$ cat src/rtl/uart_pkg.sv
// ----------------------------------------------------------------------------
// uart_pkg
//   Shared constants for the Wishbone UART slice: word addresses of the
//   register map, STATUS bit positions and the TX/RX state encodings.
// ----------------------------------------------------------------------------
package uart_pkg;

   // Word addresses on wb_adr
   localparam logic [1:0] ADR_DATA   = 2'd0;
   localparam logic [1:0] ADR_STATUS = 2'd1;
   localparam logic [1:0] ADR_BAUD   = 2'd2;

   // STATUS register bit positions
   localparam int unsigned ST_RX_AVAIL = 0;
   localparam int unsigned ST_TX_FULL  = 1;
   localparam int unsigned ST_TX_IDLE  = 2;
   localparam int unsigned ST_FERR     = 3;
   localparam int unsigned ST_OVR      = 4;

   typedef enum logic [1:0] {
      TX_IDLE  = 2'd0,
      TX_START = 2'd1,
      TX_DATA  = 2'd2,
      TX_STOP  = 2'd3
   } tx_state_t;

   // RX_BREAK: stop bit was 0, hold off until the line returns high
   typedef enum logic [2:0] {
      RX_IDLE  = 3'd0,
      RX_START = 3'd1,
      RX_DATA  = 3'd2,
      RX_STOP  = 3'd3,
      RX_BREAK = 3'd4
   } rx_state_t;

endpackage

$ cat src/rtl/wb_uart_if.sv
// ----------------------------------------------------------------------------
// wb_uart_if
//   Wishbone classic bus bundle for the UART slave (16-bit data, 2-bit word
//   address).
//   master : drives wb_cyc, wb_stb, wb_we, wb_adr, wb_dat_i; samples
//            wb_dat_o, wb_ack
//   slave  : the reverse
// ----------------------------------------------------------------------------
interface wb_uart_if;
   logic        wb_cyc;
   logic        wb_stb;
   logic        wb_we;
   logic [1:0]  wb_adr;
   logic [15:0] wb_dat_i;
   logic [15:0] wb_dat_o;
   logic        wb_ack;

   modport master (
      output wb_cyc, wb_stb, wb_we, wb_adr, wb_dat_i,
      input  wb_dat_o, wb_ack
   );

   modport slave (
      input  wb_cyc, wb_stb, wb_we, wb_adr, wb_dat_i,
      output wb_dat_o, wb_ack
   );
endinterface

$ cat src/rtl/uart_fifo.sv
// ----------------------------------------------------------------------------
// uart_fifo
//   Small synchronous first-word-fall-through FIFO.
//   clk, reset_n : clock, async active-low reset (clears pointers only)
//   push, din    : write request / data (ignored when full unless popping)
//   pop          : read request (ignored when empty)
//   dout         : head entry, valid while !empty
//   full, empty  : status
// ----------------------------------------------------------------------------
module uart_fifo #(
   parameter int unsigned WIDTH = 8,
   parameter int unsigned DEPTH = 8
) (
   input  logic             clk,
   input  logic             reset_n,
   input  logic             push,
   input  logic [WIDTH-1:0] din,
   input  logic             pop,
   output logic [WIDTH-1:0] dout,
   output logic             full,
   output logic             empty
);

   localparam int unsigned AW = $clog2(DEPTH);

   // Extra MSB on each pointer distinguishes full from empty on wrap
   logic [AW:0]      wr_ptr;
   logic [AW:0]      rd_ptr;
   logic [WIDTH-1:0] mem [DEPTH];
   logic             do_push;
   logic             do_pop;

   assign empty   = (wr_ptr == rd_ptr);
   assign full    = (wr_ptr[AW] != rd_ptr[AW]) &&
                    (wr_ptr[AW-1:0] == rd_ptr[AW-1:0]);
   assign do_pop  = pop & ~empty;
   // A pop in the same cycle frees the slot, so a push at full is honoured
   assign do_push = push & (~full | do_pop);
   assign dout    = mem[rd_ptr[AW-1:0]];

   always_ff @(posedge clk or negedge reset_n) begin
      if (!reset_n) begin
         wr_ptr <= '0;
         rd_ptr <= '0;
      end else begin
         if (do_push) wr_ptr <= wr_ptr + {{AW{1'b0}}, 1'b1};
         if (do_pop)  rd_ptr <= rd_ptr + {{AW{1'b0}}, 1'b1};
      end
   end

   always_ff @(posedge clk) begin
      if (do_push) mem[wr_ptr[AW-1:0]] <= din;
   end

endmodule

$ cat src/rtl/wb_uart.sv
// ----------------------------------------------------------------------------
// wb_uart
//   Wishbone classic slave UART, 8N1, programmable divisor, TX/RX FIFOs.
//   clk     : system clock
//   reset_n : async active-low reset
//   wb      : Wishbone slave bundle (cyc/stb/we/adr/dat_i in, dat_o/ack out)
//   uart_rx : serial input (asynchronous, synchronised internally)
//   uart_tx : serial output, idles high
//   Registers: 0 DATA, 1 STATUS (W1C ferr/ovr), 2 BAUD, 3 reserved.
// ----------------------------------------------------------------------------
module wb_uart
   import uart_pkg::*;
#(
   parameter int unsigned FIFO_DEPTH = 8,
   parameter logic [15:0] DIV_RESET  = 16'd868
) (
   input  logic      clk,
   input  logic      reset_n,
   wb_uart_if.slave  wb,
   input  logic      uart_rx,
   output logic      uart_tx
);

   // ---------------------------------------------------------------- bus
   logic        ack_q;
   logic [15:0] dat_q;
   logic [15:0] div_q;
   logic        ferr_q;
   logic        ovr_q;
   logic        req, wr, rd;
   logic [15:0] status;
   logic [15:0] rd_data;

   logic       tx_push, tx_pop, tx_full, tx_empty;
   logic [7:0] tx_dout;
   logic       rx_push, rx_pop, rx_full, rx_empty, rx_ferr;
   logic [7:0] rx_dout;

   tx_state_t  tx_state;
   rx_state_t  rx_state;

   assign req = wb.wb_cyc & wb.wb_stb & ~ack_q;
   assign wr  = req & wb.wb_we;
   assign rd  = req & ~wb.wb_we;

   assign tx_push = wr && (wb.wb_adr == ADR_DATA);
   assign rx_pop  = rd && (wb.wb_adr == ADR_DATA) && !rx_empty;

   always_comb begin
      status              = '0;
      status[ST_RX_AVAIL] = ~rx_empty;
      status[ST_TX_FULL]  = tx_full;
      status[ST_TX_IDLE]  = tx_empty && (tx_state == TX_IDLE);
      status[ST_FERR]     = ferr_q;
      status[ST_OVR]      = ovr_q;
   end

   always_comb begin
      rd_data = '0;
      case (wb.wb_adr)
         ADR_DATA:   rd_data = rx_empty ? 16'h0000 : {8'h00, rx_dout};
         ADR_STATUS: rd_data = status;
         ADR_BAUD:   rd_data = div_q;
         default:    rd_data = '0;
      endcase
   end

   // dat_q is only loaded on the acking edge, so it reads 0 outside ack
   always_ff @(posedge clk or negedge reset_n) begin
      if (!reset_n) begin
         ack_q <= 1'b0;
         dat_q <= '0;
         div_q <= DIV_RESET;
      end else begin
         ack_q <= req;
         dat_q <= rd ? rd_data : 16'h0000;
         if (wr && (wb.wb_adr == ADR_BAUD))
            div_q <= (wb.wb_dat_i < 16'd2) ? 16'd2 : wb.wb_dat_i;
      end
   end

   // Clear first, set last: a set in the same cycle as W1C wins
   always_ff @(posedge clk or negedge reset_n) begin
      if (!reset_n) begin
         ferr_q <= 1'b0;
         ovr_q  <= 1'b0;
      end else begin
         if (wr && (wb.wb_adr == ADR_STATUS)) begin
            if (wb.wb_dat_i[ST_FERR]) ferr_q <= 1'b0;
            if (wb.wb_dat_i[ST_OVR])  ovr_q  <= 1'b0;
         end
         if (rx_ferr) ferr_q <= 1'b1;
         if (rx_push && rx_full && !rx_pop) ovr_q <= 1'b1;
      end
   end

   assign wb.wb_ack   = ack_q;
   assign wb.wb_dat_o = dat_q;

   // ---------------------------------------------------------------- FIFOs
   uart_fifo #(.WIDTH(8), .DEPTH(FIFO_DEPTH)) u_tx_fifo (
      .clk     (clk),
      .reset_n (reset_n),
      .push    (tx_push),
      .din     (wb.wb_dat_i[7:0]),
      .pop     (tx_pop),
      .dout    (tx_dout),
      .full    (tx_full),
      .empty   (tx_empty)
   );

   logic [7:0] rx_shift;

   uart_fifo #(.WIDTH(8), .DEPTH(FIFO_DEPTH)) u_rx_fifo (
      .clk     (clk),
      .reset_n (reset_n),
      .push    (rx_push),
      .din     (rx_shift),
      .pop     (rx_pop),
      .dout    (rx_dout),
      .full    (rx_full),
      .empty   (rx_empty)
   );

   // ---------------------------------------------------------------- TX
   logic [15:0] tx_cnt;
   logic [15:0] tx_div;
   logic [2:0]  tx_bit;
   logic [7:0]  tx_shift;
   logic        tx_q;
   logic        tx_end;

   // tx_div is latched at frame start so BAUD writes never stretch a frame
   assign tx_end = (tx_cnt == tx_div - 16'd1);
   assign tx_pop = !tx_empty &&
                   ((tx_state == TX_IDLE) || ((tx_state == TX_STOP) && tx_end));

   always_ff @(posedge clk or negedge reset_n) begin
      if (!reset_n) begin
         tx_state <= TX_IDLE;
         tx_cnt   <= '0;
         tx_div   <= DIV_RESET;
         tx_bit   <= '0;
         tx_shift <= '0;
         tx_q     <= 1'b1;
      end else begin
         case (tx_state)
            TX_IDLE: begin
               tx_q <= 1'b1;
               if (tx_pop) begin
                  tx_shift <= tx_dout;
                  tx_div   <= div_q;
                  tx_cnt   <= '0;
                  tx_q     <= 1'b0;
                  tx_state <= TX_START;
               end
            end
            TX_START: begin
               if (tx_end) begin
                  tx_cnt   <= '0;
                  tx_bit   <= '0;
                  tx_q     <= tx_shift[0];
                  tx_state <= TX_DATA;
               end else begin
                  tx_cnt <= tx_cnt + 16'd1;
               end
            end
            TX_DATA: begin
               if (tx_end) begin
                  tx_cnt <= '0;
                  if (tx_bit == 3'd7) begin
                     tx_q     <= 1'b1;
                     tx_state <= TX_STOP;
                  end else begin
                     tx_bit   <= tx_bit + 3'd1;
                     tx_shift <= {1'b0, tx_shift[7:1]};
                     tx_q     <= tx_shift[1];
                  end
               end else begin
                  tx_cnt <= tx_cnt + 16'd1;
               end
            end
            TX_STOP: begin
               if (tx_end) begin
                  tx_cnt <= '0;
                  if (tx_pop) begin
                     tx_shift <= tx_dout;
                     tx_div   <= div_q;
                     tx_q     <= 1'b0;
                     tx_state <= TX_START;
                  end else begin
                     tx_state <= TX_IDLE;
                  end
               end else begin
                  tx_cnt <= tx_cnt + 16'd1;
               end
            end
            default: tx_state <= TX_IDLE;
         endcase
      end
   end

   assign uart_tx = tx_q;

   // ---------------------------------------------------------------- RX
   logic        rx_s1, rx_s2;
   logic [15:0] rx_cnt;
   logic [15:0] rx_div;
   logic [2:0]  rx_bit;
   logic        rx_fall;
   logic        rx_tick;

   // Edge taken from s2->s1 to save a cycle; bit samples come from s2
   assign rx_fall = rx_s2 & ~rx_s1;
   assign rx_tick = (rx_cnt == 16'd0);
   assign rx_push = (rx_state == RX_STOP) && rx_tick && rx_s2;
   assign rx_ferr = (rx_state == RX_STOP) && rx_tick && !rx_s2;

   always_ff @(posedge clk or negedge reset_n) begin
      if (!reset_n) begin
         rx_s1    <= 1'b1;
         rx_s2    <= 1'b1;
         rx_state <= RX_IDLE;
         rx_cnt   <= '0;
         rx_div   <= DIV_RESET;
         rx_bit   <= '0;
         rx_shift <= '0;
      end else begin
         rx_s1 <= uart_rx;
         rx_s2 <= rx_s1;
         case (rx_state)
            RX_IDLE: begin
               if (rx_fall) begin
                  rx_div   <= div_q;
                  rx_cnt   <= {1'b0, div_q[15:1]};
                  rx_state <= RX_START;
               end
            end
            RX_START: begin
               if (rx_tick) begin
                  if (rx_s2) begin
                     rx_state <= RX_IDLE;
                  end else begin
                     rx_cnt   <= rx_div - 16'd1;
                     rx_bit   <= '0;
                     rx_state <= RX_DATA;
                  end
               end else begin
                  rx_cnt <= rx_cnt - 16'd1;
               end
            end
            RX_DATA: begin
               if (rx_tick) begin
                  rx_shift <= {rx_s2, rx_shift[7:1]};
                  rx_cnt   <= rx_div - 16'd1;
                  if (rx_bit == 3'd7) rx_state <= RX_STOP;
                  else                rx_bit   <= rx_bit + 3'd1;
               end else begin
                  rx_cnt <= rx_cnt - 16'd1;
               end
            end
            RX_STOP: begin
               if (rx_tick) rx_state <= rx_s2 ? RX_IDLE : RX_BREAK;
               else         rx_cnt   <= rx_cnt - 16'd1;
            end
            RX_BREAK: begin
               if (rx_s2) rx_state <= RX_IDLE;
            end
            default: rx_state <= RX_IDLE;
         endcase
      end
   end

endmodule

$ cat src/flat_wrapper.sv
// flat-port wrapper written by rule: the top's interface ports become plain ports
module wb_uart_flat import uart_pkg::*;
#(
   parameter int unsigned FIFO_DEPTH = 8,
   parameter logic [15:0] DIV_RESET  = 16'd868
)
  (clk, reset_n, uart_rx, uart_tx, wb_wb_cyc, wb_wb_stb, wb_wb_we, wb_wb_adr, wb_wb_dat_i, wb_wb_dat_o, wb_wb_ack);
  wb_uart_if wb_i ();
  input  logic clk;
  input  logic reset_n;
  input  logic uart_rx;
  output logic uart_tx;
  input wire logic [$bits(wb_i.wb_cyc)-1:0] wb_wb_cyc;
  input wire logic [$bits(wb_i.wb_stb)-1:0] wb_wb_stb;
  input wire logic [$bits(wb_i.wb_we)-1:0] wb_wb_we;
  input wire logic [$bits(wb_i.wb_adr)-1:0] wb_wb_adr;
  input wire logic [$bits(wb_i.wb_dat_i)-1:0] wb_wb_dat_i;
  output wire logic [$bits(wb_i.wb_dat_o)-1:0] wb_wb_dat_o;
  output wire logic [$bits(wb_i.wb_ack)-1:0] wb_wb_ack;
  assign wb_i.wb_cyc = wb_wb_cyc;
  assign wb_i.wb_stb = wb_wb_stb;
  assign wb_i.wb_we = wb_wb_we;
  assign wb_i.wb_adr = wb_wb_adr;
  assign wb_i.wb_dat_i = wb_wb_dat_i;
  assign wb_wb_dat_o = wb_i.wb_dat_o;
  assign wb_wb_ack = wb_i.wb_ack;
  wb_uart #(.FIFO_DEPTH(FIFO_DEPTH), .DIV_RESET(DIV_RESET)) u_core (.clk(clk), .reset_n(reset_n), .wb(wb_i), .uart_rx(uart_rx), .uart_tx(uart_tx));
endmodule
$ cat config.mk
export PLATFORM = sky130hd
export DESIGN_NAME = wb_uart_flat
export DESIGN_NICKNAME = d
export VERILOG_FILES = /design/src/rtl/uart_pkg.sv /design/src/rtl/wb_uart_if.sv /design/src/rtl/uart_fifo.sv /design/src/rtl/wb_uart.sv /design/src/flat_wrapper.sv
export SDC_FILE = /design/constraint.sdc
export NUM_CORES = 1
export LEC_CHECK = 0
export ABC_AREA = 1
export ABC_CLOCK_PERIOD_IN_PS = 3500
export BUFFER_PORTS_ARGS = -buffer_cell sky130_fd_sc_hd__buf_2
export CORE_MARGIN = 2
export CORE_UTILIZATION = 50
export CTS_BUF_LIST = sky130_fd_sc_hd__clkbuf_16
export CTS_CLUSTER_DIAMETER = 200
export DETAILED_ROUTE_END_ITERATION = 6
export PLACE_DENSITY = 0.66
export SETUP_SLACK_MARGIN = 0.2
export SLEW_MARGIN = 20
export SYNTH_ARGS = -nofsm -noshare
export SYNTH_HDL_FRONTEND = slang
export SYNTH_SLANG_ARGS = --single-unit
$ cat constraint.sdc
create_clock -name clk -period 3.5 [get_ports clk]
set_input_delay 0.35 -clock clk [delete_from_list [all_inputs] [get_ports clk]]
set_output_delay 0.35 -clock clk [all_outputs]
set_load 0.02 [all_outputs]
---- Yosys cells after proc, flatten, opt, wreduce, memory -nomap -nowiden ----
Memories as Yosys holds them, arrays and structs flattened.
Cells that the tools add are included.
storage, ports and cells
  bits in registers ....................... 145
  memory bits (writable) .................. 128
  input bits .............................. 24
  output and inout port bits .............. 18
  memories ................................ 2
cells by class
  $add $sub $neg .......................... 10
  order comparisons ....................... 1
  equal/unequal tests ..................... 35
  mux-type cells .......................... 63
  bitwise logic cells ..................... 18
  reductions and logical operators ........ 46
memory list
  memory                depth  bits a word  read ports  clocked after Yosys merged registers in  write ports  line             RTL
  u_core.u_rx_fifo.mem  8      8            1           0                                        1            uart_fifo.sv:29  logic [WIDTH-1:0] mem [DEPTH];
  u_core.u_tx_fifo.mem  8      8            1           0                                        1            uart_fifo.sv:29
operator list
  cell                     count
  $mux W16                 11
  $pmux W16 S2             2
  $pmux W16 S4             1
  $pmux W16 S3             1
  $sub A16 B1 Y16 const B  3
  $mux W3                  14
  $mux W8                  5
  $pmux W8 S3              1
  $ne A2 B1 Y1 const B     10
  $mux W1                  17
  $add A16 B1 Y16 const B  1
  $add A4 B1 Y4 const B    4
  $eq A16 B16 Y1           1
  $logic_not A16 Y1        1
  $lt A16 B2 Y1 const B    1
  $reduce_and A4 Y1        4
  $logic_and A1 B1 Y1      15
  $pmux W3 S5              1
  $reduce_bool A2 Y1       7
  $mux W2                  6
  $ne A2 B2 Y1 const B     6
  $pmux W3 S2              2
  $reduce_and A2 Y1        5
  $reduce_and A5 Y1        2
  other kinds (23)         52

---- Logic depth before layout (Yosys ltp) ----
Gate-level depths: netlist of run 1.
  depth in word-level cells ............... 10
  depth in mapped cells ................... 19
  depth with buffers taken out ............ 18

---- Hierarchy ----
Synthesis of run 1 repeated with hierarchy kept, for this count alone.
unflattened totals
  cells, all modules ...................... 1,464
  area total of the unflattened synthesis .. 13,299.0 um^2
by module, submodules not included
  module     instances  cells an instance  area an instance (um^2)  sequential area each (um^2)
  wb_uart    1          942                7,243.2                  3,250.6
  uart_fifo  2          261                3,027.9                  2,122.0

---- Least setup slack after synthesis of run 1 ----
Ideal clock, no wire load.
  kind .................................... reg2reg
  start ................................... register u_core.tx_div[0]
  end ..................................... memory u_core.u_tx_fifo.mem[1][0], enable pin
  arrival time ............................ 2.347 ns
  required time ........................... 3.130 ns
  slack ................................... 0.783 ns
  cell stages (with the launch flop) ...... 19
  clock period less this slack ............ 2.717 ns
  cells stage by stage .................... dfrtp_1 > inv_1 > ha_1 > nand2_1 > inv_1 > nor2_1 > nand2_1 > nor2_1 > nand3_1 > nor2_1 > nand2_1 > nor2_4 > nand2_4 > nand2_8 > nand3_4 > buf_6 > nand2_4 > nand3_2 > nor2_1
between the ends
  word-level cells in the longest chain between the ends .. 10
ends and longest elaborated chain
  what                           line             RTL
  from (decl)                    wb_uart.sv:127   logic [15:0] tx_div;
  from (signal assigned)         wb_uart.sv:152   tx_div <= div_q;
  from (signal assigned)         wb_uart.sv:188   tx_div <= div_q;
  $sub A16 B1 Y16                wb_uart.sv:134   assign tx_end = (tx_cnt == tx_div - 16'd1);
  $eq A16 B16 Y1                 wb_uart.sv:134
  $logic_and A1 B1 Y1            wb_uart.sv:136   ((tx_state == TX_IDLE) || ((tx_state == TX_STOP) && tx_end));
  $logic_or A1 B1 Y1             wb_uart.sv:136
  $logic_and A1 B1 Y1            wb_uart.sv:135   assign tx_pop = !tx_empty &&
  $and A1 B1 Y1                  uart_fifo.sv:36  assign do_pop = pop & ~empty;
  $or A1 B1 Y1                   uart_fifo.sv:38  assign do_push = push & (~full | do_pop);
  $and A1 B1 Y1                  uart_fifo.sv:38
  $mux W1                        uart_fifo.sv:52  if (do_push) mem[wr_ptr[AW-1:0]] <= din;
  $mux W1 (not written as such)  uart_fifo.sv:52
  to (decl)                      uart_fifo.sv:29
No other way between the ends.

---- Worst setup path after layout of run 1 ----
  start ................................... register u_core.tx_div[0]
  end ..................................... memory u_core.u_tx_fifo.mem[0][1], enable pin
Same word-level chain as after synthesis.

==> metrics.md, run 1 <==
| Metric | Value |
|---|---|
| Clock sink total | between 200 and 300 |
| FF-to-FF End | u_core.u_tx_fifo.mem[0][1] |
| Antenna violations before repair | 1 |
| Grt met3 use | under 10% |
| M1 GR Usage | between 30% and 40% |
| Synth Instances | approximately 1400 |
| DR vias | 9889 |
| Mux cell area share after synthesis | 0.3062% |
| Global-route usage over all layers | ~23% |
| Hold path depth | 3 |
| Via-per-instance ratio | between 5 and 6 |
| CP Capture Type | register |
| Register area share after synthesis | between 50 and 60% |
| WL/cell | roughly 17 um |
| Most frequent cells in the layout | nand2_1, o21ai_0, nor2_1, inv_1, edfxtp_1 |
| Switch share | between 30% and 40% |
| Most common cell after layout, fill and taps aside | nand2_1 |
| RSZ-0062 raised after global routing | true |
| CTS root buf | clkbuf_16 |
| Row count | between 50 and 60 |
| Setup Crit Path Kind | reg2reg |
| Drt pass-1 iters | 7 |
| Final min period | slightly above 3 ns |
| Gp weighted congestion | 0.8934 |
| Worst R2R Start | u_core.tx_div[0] |
| Number of library cell types mapped by synthesis | 51 |
| First-pass GRT wire length | roughly 51 mm |
| Setup tns final | 0 ns |
| Syn-to-layout area delta | 12.58% |
| CP max FO | 11 |
| Switch Pwr | between 4000 and 5000 uW |
| H-Tree Depth | 1 |
| Share of post-route cells with drive strength above 1 | between 10% and 20% |
| Vias in the first global route | ~9600 |
| Largest family of logic cells by synthesized area | simple AND/OR/NAND/NOR gates |
| Grt met2 use | 35.58% |
| Cell Pwr Density | around 800 nW/um2 |
| Post-CTS setup buffer count | 0 |
| Chip width | between 150 and 200 um |
| Fmax | between 300 and 400 MHz |
| Synth Register Bits | ~270 |
| HP Class | in2reg |
| Max Transition Viols Final | 0 |
| Worst slack at placement | between 0.3 and 0.4 ns |
| CTS Buf Count | 29 |
| Core Util, Final | 56.96% |
| Ys flop type | edfxtp_1 |
| # DRC | 0 |
| Status | completed |
| Worst EP required | between 3 and 4 ns |
| Final std cells w/o fill | roughly 1800 |
| Max Cap Violations | 0 |
| Worst min-delay path endpoint | u_core.div_q[15] |
| Power share of the sequential group | 37.4% |
| Hold slack | 0.02108 ns |
| Post-Synth XOR/XNOR Area | under 10% |
| Arrival time worst endpoint | approximately 3.3 ns |
| Hold Vio Cnt, Final | 0 |
| Clock share of power | a little over a quarter |
| Reg2Reg Depth | 16 |
| Pint | 7182 uW |
| Routed Antenna Nets | 0 |
| Post-synthesis compound-gate area fraction | between 10 and 15% |
| Setup WS post-layout | 0.3831 ns |
| Starting Density | about half |
| Number of antenna diodes | 0 |
| Cells after DPL | around 1800 |
| Worst-margin pin slew | roughly 1.0 ns |
| Detailed placement HPWL | about 21 mm |
| Post-Synth Simple-Gate Area | between 10% and 20% |
| Initial DRC count | 732 |
| Avg Cell Area, Syn | 9.272 um2 |
| Post-route clock skew | ~0.019 ns |
| Post-Synth Adder-Cell Area | under 10% |
| Core area | about 26000 um2 |
| Final setup viols | 0 |
| Synth Warn # | 0 |
| Port buffer count | a little over 40 |
| Chip Height | around 170 um |
| Flop-to-flop setup slack | roughly 0.38 ns |
| Grt ovf | 0 |
| Post-synth EDFFs | 128 |
| Comb pwr share | ~36% |
| Worst VDD drop | between 400 and 500 uV |
| GR peak layer | met2 |
| Final WL | 30.64 mm |
| Nets | 1508 |
| Hold Crit Start | wb_wb_dat_i[15] |
| Top Ports | 42 |
| Clock Latency Late Sink | between 0.5 and 0.6 ns |
| Worst setup SP type | register |
| CTS tree | done |
| P_leak | ~0.0063 uW |
| Post-synth ARST share | ~53% |
| Syn_nets | between 1000 and 1500 |
| Die ar. | about 27000 um2 |
| Cell area after synthesis | roughly 13000 um2 |
| Final Cycle Share | between 80 and 90% |
| Largest net degree at the start of global routing | 72 |
| Clk slew on worst S/H paths | roughly 0.060 ns |
| Clk buf depth | 3 |
| Slew margin rel. | a little under a third |
==> how the worst max path moves through the flow <==
stage / depth (start not counted) / startpoint / slack [ns] / end
after global routing: 16 / u_core.tx_div[0] / 0.13 / u_core.u_tx_fifo.mem[0][1]
after detailed placement: 16 / u_core.tx_div[0] / 0.37 / u_core.u_tx_fifo.mem[0][3]
after floorplan: 18 / u_core.tx_div[0] / 0.78 / u_core.u_tx_fifo.mem[1][0]
final: 16 / u_core.tx_div[0] / 0.38 / u_core.u_tx_fifo.mem[0][1]
after global placement: 17 / u_core.tx_div[0] / 0.44 / u_core.u_tx_fifo.mem[6][0]
after CTS: 16 / u_core.tx_div[0] / 0.35 / u_core.u_tx_fifo.mem[0][1]
==> per-stage QoR <==
stage	cell area, um2	power, uW
2_1_floorplan	13070	7617
3_3_place_gp	13710	8661
3_5_place_dp	13710	8726
4_1_cts	14710	11860
5_1_grt	14720	12700
6_report	14720	11810
==> synthesized netlist by cell type (5+ instances only) <==
library cell	count	area share, %
edfxtp_1	128	29
a21oi_1	28	1.1
nor2_1	166	4.8
xnor2_1	15	1.0
nand2_1	301	8.6
nand3_1	49	1.9
inv_1	132	3.8
o221ai_1	10	0.67
xor2_1	34	2.3
nand4_1	13	0.62
o211ai_1	6	0.34
a31oi_1	10	0.48
ha_1	19	1.8
nor3_1	36	1.4
dfrtp_1	127	24
clkbuf_1	41	1.2
clkinv_1	5	0.14
nor4_1	6	0.29
o22ai_1	37	1.8
nor2_2	8	0.38
nand3b_1	6	0.34
dfstp_2	18	3.6
o21ai_0	164	6.3
==> power by group through the flow <==
stage	sequential (uW)	combinational [uW]	clock, uW
4_1_cts	4410	4300	3150
3_5_place_dp	4460	4270	0
5_1_grt	4500	4910	3290
2_1_floorplan	4330	3290	0
3_3_place_gp	4450	4210	0
6_report	4410	4290	3110
==> cell type report <==
cell class | instances | area, um2
Clock buffer | 30 | 750.7
Clock inverter | 24 | 222.7
Fill cell | 2283 | 11120
Inverter | 137 | 514.2
Multi-Input combinational cell | 955 | 4890
Sequential cell | 273 | 7495
Tap cell | 335 | 419.2
Timing Repair Buffer | 69 | 426.7
==> routing by layer <==
layer | part of all wire [%] | routed length (um)
met5 | 0.042 | 13
met4 | 2.3 | 697
met3 | 5.4 | 1656
met2 | 45 | 13860
met1 | 47 | 14410
==> state kept, by name (all words and copies together) (netlist names), 3 cells and up <==
name                     count
u_core.rx_shift              8
u_core.tx_cnt               16
u_core.rx_bit                3
u_core.rx_div               16
u_core.u_tx_fifo.mem        64
u_core.div_q                16
u_core.tx_shift              8
u_core.rx_cnt               16
u_core.u_rx_fifo.wr_ptr      4
u_core.tx_div               16
u_core.wb.wb_dat_o          16
u_core.u_rx_fifo.mem        64
u_core.u_tx_fifo.wr_ptr      4
u_core.u_rx_fifo.rd_ptr      4
u_core.u_tx_fifo.rd_ptr      4
u_core.tx_bit                3
u_core.rx_state              3
==> critical path, cell delays in order (launching register included) <==
cell and delay, ns:
dfrtp_1 0.39, inv_1 0.13, ha_1 0.21, nand2_2 0.13, nor2_4 0.18, nand2_1 0.06
nand2_1 0.09, nand2_1 0.06, nor2_1 0.11, nand2_1 0.07, nor2_2 0.12, nand2_4 0.11
nand2_8 0.10, nand3_4 0.16, nand2_4 0.16, nand3b_4 0.12, nor2_1 0.54
==> timing repair <==
action,4_1_cts,5_1_grt
resized for setup,0,4
endpoints found under the hold margin,64,0
hold buffers,2,0
setup endpoints to repair,0,56
==> cells by family after synthesis <==
| logic type | after synthesis |
|---|---|
| and+or+nand+nor | 604 |
| AOI/OAI and AO/OA | 279 |
| DFF | 273 |
| buffers and inverters | 182 |
| xor gates and xnor gates | 49 |
| adders and majority gates | 19 |
| muxes | 4 |
Note: power is estimated with default switching activity, not from simulation.
==> run 2, diff against run 1 <==
--- a/config.mk
+++ b/config.mk
@@ -8,12 +8,14 @@
 export ABC_AREA = 1
 export ABC_CLOCK_PERIOD_IN_PS = 3500
 export BUFFER_PORTS_ARGS = -buffer_cell sky130_fd_sc_hd__buf_2
+export CELL_PAD_IN_SITES_DETAIL_PLACEMENT = 2
+export CELL_PAD_IN_SITES_GLOBAL_PLACEMENT = 2
 export CORE_MARGIN = 2
-export CORE_UTILIZATION = 50
+export CORE_UTILIZATION = 40
 export CTS_BUF_LIST = sky130_fd_sc_hd__clkbuf_16
 export CTS_CLUSTER_DIAMETER = 200
 export DETAILED_ROUTE_END_ITERATION = 6
-export PLACE_DENSITY = 0.66
+export PLACE_DENSITY_LB_ADDON = 0.1
 export SETUP_SLACK_MARGIN = 0.2
 export SLEW_MARGIN = 20
 export SYNTH_ARGS = -nofsm -noshare
==> run 2 against run 1 <==
Global-route usage grew 2.7 points; register-to-register slack got worse by 0.07 ns; wire length rose by 36%; critical path type unchanged; largest power group is now combinational cells.
==> metrics.md, run 2 (synthesis results as in run 1) <==
| Metric | Value |
|---|---|
| First-pass GRT wire length | 66.70 mm (was 50.53 mm) |
| Share of post-route cells with drive strength above 1 | 11.10% (was 11.02%) |
| Worst EP required | 3.69 ns (was 3.70 ns) |
| Setup tns final | 0 ns (unchanged) |
| P_leak | 0.006363 uW (was 0.006323 uW) |
| Max Cap Violations | 0 (unchanged) |
| HP Class | in2reg (unchanged) |
| Syn-to-layout area delta | 14.24% (was 12.58%) |
| Grt ovf | 0 (unchanged) |
| Detailed placement HPWL | 29.52 mm (was 21.32 mm) |
| Number of antenna diodes | 0 (unchanged) |
| Chip Height | 184.8 um (was 165.7 um) |
| Drt pass-1 iters | 5 (was 7) |
| Antenna violations before repair | 1 (unchanged) |
| Global-route usage over all layers | 25.21% (was 22.56%) |
| Cells after DPL | 1878 (was 1767) |
| Worst setup SP type | register (unchanged) |
| Most common cell after layout, fill and taps aside | nand2_1 (unchanged) |
| CP max FO | 9 (was 11) |
| Hold slack | 0.02112 ns (was 0.02108 ns) |
| Final WL | 41.68 mm (was 30.64 mm) |
| CTS Buf Count | 31 (was 29) |
| Clk slew on worst S/H paths | 0.06 ns (about the same) |
| Clock Latency Late Sink | 0.58 ns (was 0.57 ns) |
| Post-route clock skew | 0.02270 ns (was 0.01882 ns) |
| Via-per-instance ratio | 5.386 (was 5.425) |
| Starting Density | 40.39% (was 50.60%) |
| Filler cells | 3529 (was 2283) |
| Port buffer count | 41 (unchanged) |
| Largest net degree at the start of global routing | 68 (was 72) |
| RSZ-0062 raised after global routing | true (unchanged) |
| Hold Vio Cnt, Final | 0 (unchanged) |
| Setup Crit Path Kind | reg2reg (unchanged) |
| Post-CTS setup buffer count | 0 (unchanged) |
| Gp weighted congestion | 0.8010 (was 0.8934) |
| Final Cycle Share | 91.00% (was 89.05%) |
| Top Ports | 42 (unchanged) |
| Max Transition Viols Final | 0 (unchanged) |
| Chip width | 184.8 um (was 165.7 um) |
| Row count | 66 (was 59) |
| H-Tree Depth | 1 (unchanged) |
| Nets | 1514 (was 1508) |
| Area after DPL | 13900 um2 (was 13710 um2) |
| DR vias | 10440 (was 9889) |
| Slew margin rel. | 35.62% (was 30.70%) |
| CTS root buf | clkbuf_16 (unchanged) |
| Die ar. | 34150 um2 (was 27460 um2) |
| Initial DRC count | 474 (was 732) |
| # DRC | 0 (unchanged) |
| Final std cells w/o fill | 1938 (was 1823) |
| WL/cell | 21.51 um (was 16.81 um) |
| Routed Antenna Nets | 0 (unchanged) |
| Most frequent cells in the layout | nand2_1, o21ai_0, nor2_1, inv_1, edfxtp_1 (unchanged) |
| Cell Pwr Density | 827.5 nW/um2 (was 802.4 nW/um2) |
| Vias in the first global route | 11470 (was 9604) |
| Pwr Total | 12360 uW (was 11810 uW) |
| Final min period | 3.185 ns (was 3.117 ns) |
| Cell area after layout | 14940 um2 (was 14720 um2) |
| CP Capture Type | register (unchanged) |
| Clock sink total | 273 (unchanged) |
| Fmax | 314.0 MHz (was 320.8 MHz) |
| Arrival time worst endpoint | 3.38 ns (was 3.31 ns) |
| CTS tree | done (unchanged) |
| Final setup viols | 0 (unchanged) |
| Worst-margin pin slew | 0.9647 ns (was 1.037 ns) |
| Core area | 32370 um2 (was 25840 um2) |
| Clk buf depth | 3 (unchanged) |
| Status | completed (unchanged) |
| Worst VDD drop | 614.0 uV (was 473.6 uV) |
[run 2: changes by cell type in the layout (fill, tap and decap cells not counted), sizes merged]
cell / before / now
inv: 142 / 141
clkinv: 14 / 17
clkbuf: 30 / 31
buf: 67 / 71
clkinvlp: 2 / 3
[run 2: where the power goes]
group | leakage (uW) | switching, uW | internal (uW) | total (uW)
Combinational | 0.00286 | 3250 | 1480 | 4730
Sequential | 0.00300 | 532 | 3930 | 4460
Clock | 0.000504 | 1350 | 1820 | 3170
Total | 0.00636 | 5130 | 7230 | 12400
[run 2: metal layers]
layer | track usage (%) | part of all wire (%) | routed length (um)
met1 | 34.36 | 45 | 18880
met2 | 43.54 | 50 | 20770
met3 | 2.182 | 2.4 | 986
met4 | 6.349 | 2.5 | 1029
met5 | 0 | 0.031 | 13
[run 2: path summary, 6_finish.rpt]
kind	slack, ns	to	cells after the start	start
min in group asynchronous	0.37	u_core.tx_shift[6]	2	reset_n
worst max register to register	0.31	u_core.u_tx_fifo.mem[1][1]	17	u_core.tx_div[0]
worst min-delay path	0.02	u_core.div_q[15]	3	wb_wb_dat_i[15]
max in group asynchronous	2.33	u_core.div_q[6]	3	reset_n
worst max-delay path	0.31	u_core.u_tx_fifo.mem[1][1]	17	u_core.tx_div[0]
worst min register to register	0.37	u_core.rx_s2	0	u_core.rx_s1
[run 2: final cells by class]
cell class / instances / area, um2 / share of cell area [%]
Clock buffer: 31 / 775.7 / 5.194
Clock inverter: 27 / 203.9 / 1.366
Inverter: 137 / 514.2 / 3.443
Multi-Input combinational cell: 955 / 4912 / 32.89
Sequential cell: 273 / 7495 / 50.18
Tap cell: 442 / 553.0 / 3.703
Timing Repair Buffer: 73 / 481.7 / 3.225
[run 2: what timing repair did]
action,CTS,global route
resized for setup,0,9
hold endpoints to repair,63,0
endpoints found under the setup margin,0,56
hold buffers,2,0
[run 2: metrics by stage]
step / util (%) / worst slack [ns]
finish: 46.14 / 0.3149
global route: 46.14 / 0.01877
CTS: 46.04 / 0.2422
detailed placement: 42.95 / 0.2626
global placement: 42.95 / 0.4939
floorplan: - / 0.7826
[run 2: worst max-delay path, cell delays in order, from the launching register on]
cell and delay, ns:
dfrtp_1 0.38, inv_1 0.11, ha_1 0.34, nand2_1 0.08, inv_1 0.05, nor2_1 0.11
nand2_1 0.09, nor2_1 0.10, nand3_1 0.07, nor2_1 0.09, nand2_1 0.09, nor2_4 0.13
nand2_4 0.10, nand2_8 0.12, nand3_4 0.09, nand2_4 0.14, nand3_2 0.15, nor2_1 0.57
